File: src/rtl/pipe_pkg.sv
// Shared definitions for the pipeline stage registers.
// Includes the opcode width, the NOP opcode and the payload width of each stage boundary.
package pipe_pkg;

  localparam int DEF_CODE_W = 6;
  localparam logic [DEF_CODE_W-1:0] OP_NOP = 6'd0;

  localparam int IF_ID_W   = 64;
  localparam int ID_RF_W   = 96;
  localparam int RF_ALU_W  = 128;
  localparam int ALU_MEM_W = 112;
  localparam int MEM_WB_W  = 72;

endpackage

File: src/rtl/pipe_slot.sv
// One entry of a pipeline stage: a valid bit, an opcode and a payload.
// It has a load/clear interface. The payload survives a clear, so a hold-last-value output is possible.
module pipe_slot #(
  parameter int CODE_W = 6,
  parameter int DATA_W = 64
) (
  input  logic              clk,
  input  logic              rst,
  input  logic              clr,
  input  logic              ld,
  input  logic [CODE_W-1:0] ld_code,
  input  logic [DATA_W-1:0] ld_data,
  output logic              v,
  output logic [CODE_W-1:0] code,
  output logic [DATA_W-1:0] data
);

  always_ff @(posedge clk) begin
    if (rst) begin
      v    <= 1'b0;
      code <= '0;
      data <= '0;
    end else if (clr) begin
      v <= 1'b0;
    end else if (ld) begin
      v    <= 1'b1;
      code <= ld_code;
      data <= ld_data;
    end
  end

endmodule

File: src/rtl/pipe_stage_skid_reg.sv
// Pipeline stage register with a 2-entry skid buffer.
// in_ready is registered. The stage also supports flush with bubble insertion and counts stall cycles with saturation.
module pipe_stage_skid_reg
  import pipe_pkg::*;
#(
  parameter int                CODE_W      = DEF_CODE_W,
  parameter int                DATA_W      = 64,
  parameter logic [CODE_W-1:0] NOP_CODE    = OP_NOP,
  parameter bit                ZERO_BUBBLE = 1'b1,
  parameter int                CNT_W       = 16
) (
  input  logic              clk,
  input  logic              rst,
  input  logic              flush,
  input  logic              in_valid,
  output logic              in_ready,
  input  logic [CODE_W-1:0] in_code,
  input  logic [DATA_W-1:0] in_data,
  output logic              out_valid,
  input  logic              out_ready,
  output logic [CODE_W-1:0] out_code,
  output logic [DATA_W-1:0] out_data,
  output logic [CNT_W-1:0]  stall_cnt
);

  localparam logic [CNT_W-1:0] CNT_MAX = '1;

  logic              m_v, s_v;
  logic [CODE_W-1:0] m_code, s_code;
  logic [DATA_W-1:0] m_data, s_data;

  logic              acc, dlv, m_free;
  logic              m_ld, m_clr, m_from_skid;
  logic              s_ld, s_clr, s_v_next;
  logic [CODE_W-1:0] m_ld_code;
  logic [DATA_W-1:0] m_ld_data;

  assign acc    = in_valid & in_ready;
  assign dlv    = m_v & out_ready;
  assign m_free = ~m_v | dlv;

  always_comb begin
    m_ld        = 1'b0;
    m_clr       = 1'b0;
    m_from_skid = 1'b0;
    s_ld        = 1'b0;
    s_clr       = 1'b0;
    if (flush) begin
      m_clr = 1'b1;
      s_clr = 1'b1;
    end else if (m_free) begin
      if (s_v) begin
        m_ld        = 1'b1;
        m_from_skid = 1'b1;
        if (acc) s_ld  = 1'b1;
        else     s_clr = 1'b1;
      end else if (acc) begin
        m_ld = 1'b1;
      end else begin
        m_clr = 1'b1;
      end
    end else if (acc) begin
      s_ld = 1'b1;
    end
  end

  // The skid entry always moves ahead of a newer input, which keeps the order intact.
  assign m_ld_code = m_from_skid ? s_code : in_code;
  assign m_ld_data = m_from_skid ? s_data : in_data;
  assign s_v_next  = s_ld | (s_v & ~s_clr);

  pipe_slot #(.CODE_W(CODE_W), .DATA_W(DATA_W)) u_main (
    .clk     (clk),
    .rst     (rst),
    .clr     (m_clr),
    .ld      (m_ld),
    .ld_code (m_ld_code),
    .ld_data (m_ld_data),
    .v       (m_v),
    .code    (m_code),
    .data    (m_data)
  );

  pipe_slot #(.CODE_W(CODE_W), .DATA_W(DATA_W)) u_skid (
    .clk     (clk),
    .rst     (rst),
    .clr     (s_clr),
    .ld      (s_ld),
    .ld_code (in_code),
    .ld_data (in_data),
    .v       (s_v),
    .code    (s_code),
    .data    (s_data)
  );

  // Ready drops only when the skid slot is occupied, so an accepted entry always has a place to go.
  always_ff @(posedge clk) begin
    if (rst) in_ready <= 1'b1;
    else     in_ready <= ~s_v_next;
  end

  always_ff @(posedge clk) begin
    if (rst)
      stall_cnt <= '0;
    else if (m_v && !out_ready && stall_cnt != CNT_MAX)
      stall_cnt <= stall_cnt + 1'b1;
  end

  assign out_valid = m_v;
  assign out_code  = m_v ? m_code : NOP_CODE;
  assign out_data  = (m_v || !ZERO_BUBBLE) ? m_data : '0;

endmodule
File: config.mk
export PLATFORM = sky130hd
export DESIGN_NAME = pipe_stage_skid_reg
export DESIGN_NICKNAME = d
export VERILOG_FILES = /design/src/rtl/pipe_pkg.sv /design/src/rtl/pipe_slot.sv /design/src/rtl/pipe_stage_skid_reg.sv
export SDC_FILE = /design/constraint.sdc
export NUM_CORES = 1
export LEC_CHECK = 0
export CAP_MARGIN = 0
export CORE_MARGIN = 10
export CORE_UTILIZATION = 27
export CTS_BUF_LIST = sky130_fd_sc_hd__clkbuf_4
export DETAILED_ROUTE_END_ITERATION = 8
export GPL_TIMING_DRIVEN = 0
export PLACE_DENSITY_LB_ADDON = 0.05
export SLEW_MARGIN = 30
export SYNTH_ARGS = -nofsm -noshare
export SYNTH_HDL_FRONTEND = slang
export SYNTH_HIERARCHICAL = 1
export SYNTH_SLANG_ARGS = --single-unit
File: constraint.sdc
create_clock -name clk -period 4.2 [get_ports clk]
set_clock_uncertainty 0.2 [all_clocks]
set_input_delay 0.84 -clock clk [delete_from_list [all_inputs] [get_ports clk]]
set_output_delay 0.84 -clock clk [all_outputs]
set_load 0.005 [all_outputs]
==> flow_summary.toml <==
[outcome]
status = "completed"

[finish]
final_cell_mix = "clkdlybuf4s50_1, dfxtp_1, nand2b_1"
area_growth_pct = 27.9
mostFrequentLayoutCell = "clkdlybuf4s50_1"
sequential_cell_area_mm2 = 0.00318
multi_input_gate_area_mm2 = 0.00506
finish.net_count = 1169
post_route_cells_drive_above_1_share_pct = 14.9
fill_cell_count = 3302

[timing]
maxClockFrequency_mhz = 298
max_slew.worst_pin.slew_ns = 0.860
layout_min_cycle_time_ns = 3.35
worst_slew_margin_relative_to_its_limit_pct = 42.5
rsz0062_at_grt = "false"
final_hold_viol_count = 0
slew_violations = 0
fin_crit_sh_pct = 79.9
setup_tns_ns = 0
setup_viol = 0
holdWs_ns = 0.271

[setup_path]
crit_slowest_cell = "clkdlybuf4s50_1"
path_max_fanout = 10
timing.critical_path.to_type = "primary output"
crit_family = "buffers and inverters"
required_ns = 3.16
critical_path.reg2reg.startpoint = "u_main/v$_SDFFE_PP0P_"
cp_data_arrival_time_ns = 2.31
r2r_cells = 8
cp_slowest_stage_delay_ns = 0.52
crit_buf_inv = 3
startpoint_type = "flop"
reg2reg_setup_slack_ns = 1.59
crit_path_cell_trace = "buf_4 -> clkbuf_1 -> and2_1 -> clkdlybuf4s50_1"
worstSetupPathType = "reg2out"
worst_r2r_dst = "u_main/data[44]$_SDFFE_PP0P_"

[clock_network]
post-cts-setup-buffer-count = 0
cts_buffers = 17
tritoncts_clock_tree = "done"
htreeDepth = 4
postCtsResizedCells = 0
skew_pair_late_insertion_delay_ns = 0.55
ctsHoldBuffers = 0
ctsRootBufferMaster = "clkbuf_4"
numClockSinks = 159
maximum_number_of_buffers_from_clock_root_to_sink = 2
clkSlewWorstSetupHoldPaths_ns = 0.15

[die]
fp.dieH_um = 199
die_area_mm2 = 0.0398
design.portCount = 163
core_mm2 = 0.0316
initial_core_util_pct = 27.5
row_count = 65
die-width_um = 199

[logic_synthesis]
syn_nets = 988
synth-warning-count = 6
ys_seq_area_share_pct = 36.6
postSynth.asyncResetShare_pct = 0
yosys_register_bits = 159
netlist_instances = 912
synth_edf_count = 0
syn_avg_cell_area_um2 = 9.54
syn-cell-area_mm2 = 0.00870
dominantRegCellSynth = "dfxtp_1"
post_synth_num_cell_types = 45

[worst_hold_path]
hp-start = "u_main/code[0]$_SDFFE_PP0P_"
timing.hold.worst_endpoint = "u_main/code[0]$_SDFFE_PP0P_"
instance_count_along_the_most_critical_hold_path = 2
min_path_type = "reg2reg"

[global_route]
grt_first_pass_wirelength_um = 44400
grt_max_degree = 18
grtUsageTotal_pct = 14.3
first_global_vias = 7453
grt_overflow = 0
grt_antenna_before_repair = 2

[power_and_ir_drop]
sw_frac_of_total_pct = 26.6
p_sw_w = 0.000769
leakage_nw = 3.72
sequentialPowerShare_pct = 53.0
comb_power_share_pct = 11.3
share_clk_of_total_power_pct = 35.7
p_int_w = 0.00212
irDropWorstVdd_uv = 160
power_density_mw_per_mm2 = 260

[route]
wl_per_cell_um = 18.9
ant_nets = 0
route.detailed.vias_per_inst = 4.74
drt-pass1-iter-count = 4
via_count = 7159
drt-total-wl_um = 28500
detail_route.iter0.violations = 311
remaining_drc_errors = 0

[placement]
io_buffers = 162
routabilityCongestion = 0.748
dp_hpwl_um = 20500

[flow_run]
cap_violations = 0
[flip-flops by register name, indices dropped and copies added (netlist names)]
signal,flops
u_main/v,1
in_ready,1
u_main/code,6
u_skid/code,6
u_skid/data,64
stall_cnt,16
u_skid/v,1
u_main/data,64
[worst min-delay path, delay by kind of cell, from the launching register on]
| kind | cells | cell delay, ns |
|---|---|---|
| compound gates | 1 | 0.05 |
| flops | 1 | 0.34 |
| simple gates | 1 | 0.06 |
[kinds of logic after synthesis]
logic type	after synthesis	share of synthesized area (%)
adders and majority gates	1	0.144
DFF	159	36.6
muxes	77	9.96
and+or+nand+nor	418	38.6
buffers and inverters	96	5.18
AOI/OAI and AO/OA	160	9.41
xor gates and xnor gates	1	0.101
[layer usage]
metal / vias up / wire [µm] / track usage (%) / share of wire, %
met5: - / 0 / 0 / 0
met4: 0 / 229 / 3.03 / 0.80
met3: 13 / 1050 / 2.59 / 3.7
met2: 125 / 12800 / 22.5 / 45
met1: 3396 / 14400 / 19.8 / 51
li1: 3625 / - / - / -
[synthesized netlist by cell type (3+ instances only)]
master     instances  share of area [%]
nand3_1            3               0.17
nor3_1             7               0.40
and2_1            70                5.0
nand2b_1         141                 10
o21ai_0           97                5.6
nand4_4            3               0.73
mux2_2            75                9.7
buf_4              5               0.43
nor2b_1            5               0.36
o21ai_1           48                2.8
nor2_1            13               0.56
dfxtp_1          159                 37
nand2_1           10               0.43
clkbuf_1          44                1.9
or3_1              4               0.29
inv_1              3               0.13
nand4bb_1        140                 18
buf_2             15               0.86
a21oi_1            9               0.52
clkbuf_2          26                1.5
nor4_1             4               0.29
[per-stage QoR]
stage | cell area (µm²) | utilization [%] | std cells | worst slack (ns) | power (W)
6_report | 11100 | 35.2 | 1509 | 0.846 | 0.00289
3_3_place_gp | 10800 | 34.2 | 1476 | 0.754 | 0.00190
2_1_floorplan | 8700 | - | 912 | 1.90 | 0.00174
4_1_cts | 11100 | 35.1 | 1506 | 0.718 | 0.00296
3_5_place_dp | 10800 | 34.2 | 1476 | 0.799 | 0.00190
5_1_grt | 11100 | 35.2 | 1509 | 0.628 | 0.00304
[layout make-up]
type,instances,share of cell area (%)
Tap cell,402,4.52
Clock buffer,18,1.21
Buffer,93,3.95
Sequential cell,159,28.6
Clock inverter,12,1.44
Antenna cell,3,0.0675
Multi-Input combinational cell,657,45.5
Inverter,3,0.101
Timing Repair Buffer,162,14.6
[worst max path at each step]
stage                               start                           end  slack, ns  depth (start not counted)
floorplan                       out_ready  u_main/data[18]$_SDFFE_PP0P_       1.90                          7
global placement                      rst     stall_cnt[7]$_SDFFE_PP0P_       0.75                          4
detailed placement                    rst     stall_cnt[7]$_SDFFE_PP0P_       0.80                          4
CTS                 u_main/v$_SDFFE_PP0P_                   out_code[2]       0.72                          4
global route        u_main/v$_SDFFE_PP0P_                   out_code[2]       0.63                          4
finish              u_main/v$_SDFFE_PP0P_                   out_code[2]       0.85                          4
[power groups by stage]
| stage | Combinational, W | Clock (W) | Sequential (W) |
|---|---|---|---|
| final | 0.000326 | 0.00103 | 0.00153 |
| after global routing | 0.000353 | 0.00115 | 0.00154 |
| after global placement | 0.000333 | 0 | 0.00157 |
| after detailed placement | 0.000330 | 0 | 0.00157 |
| after CTS | 0.000332 | 0.00110 | 0.00153 |
| after floorplan | 0.000174 | 0 | 0.00156 |
Power figures use the tool's default switching activity.
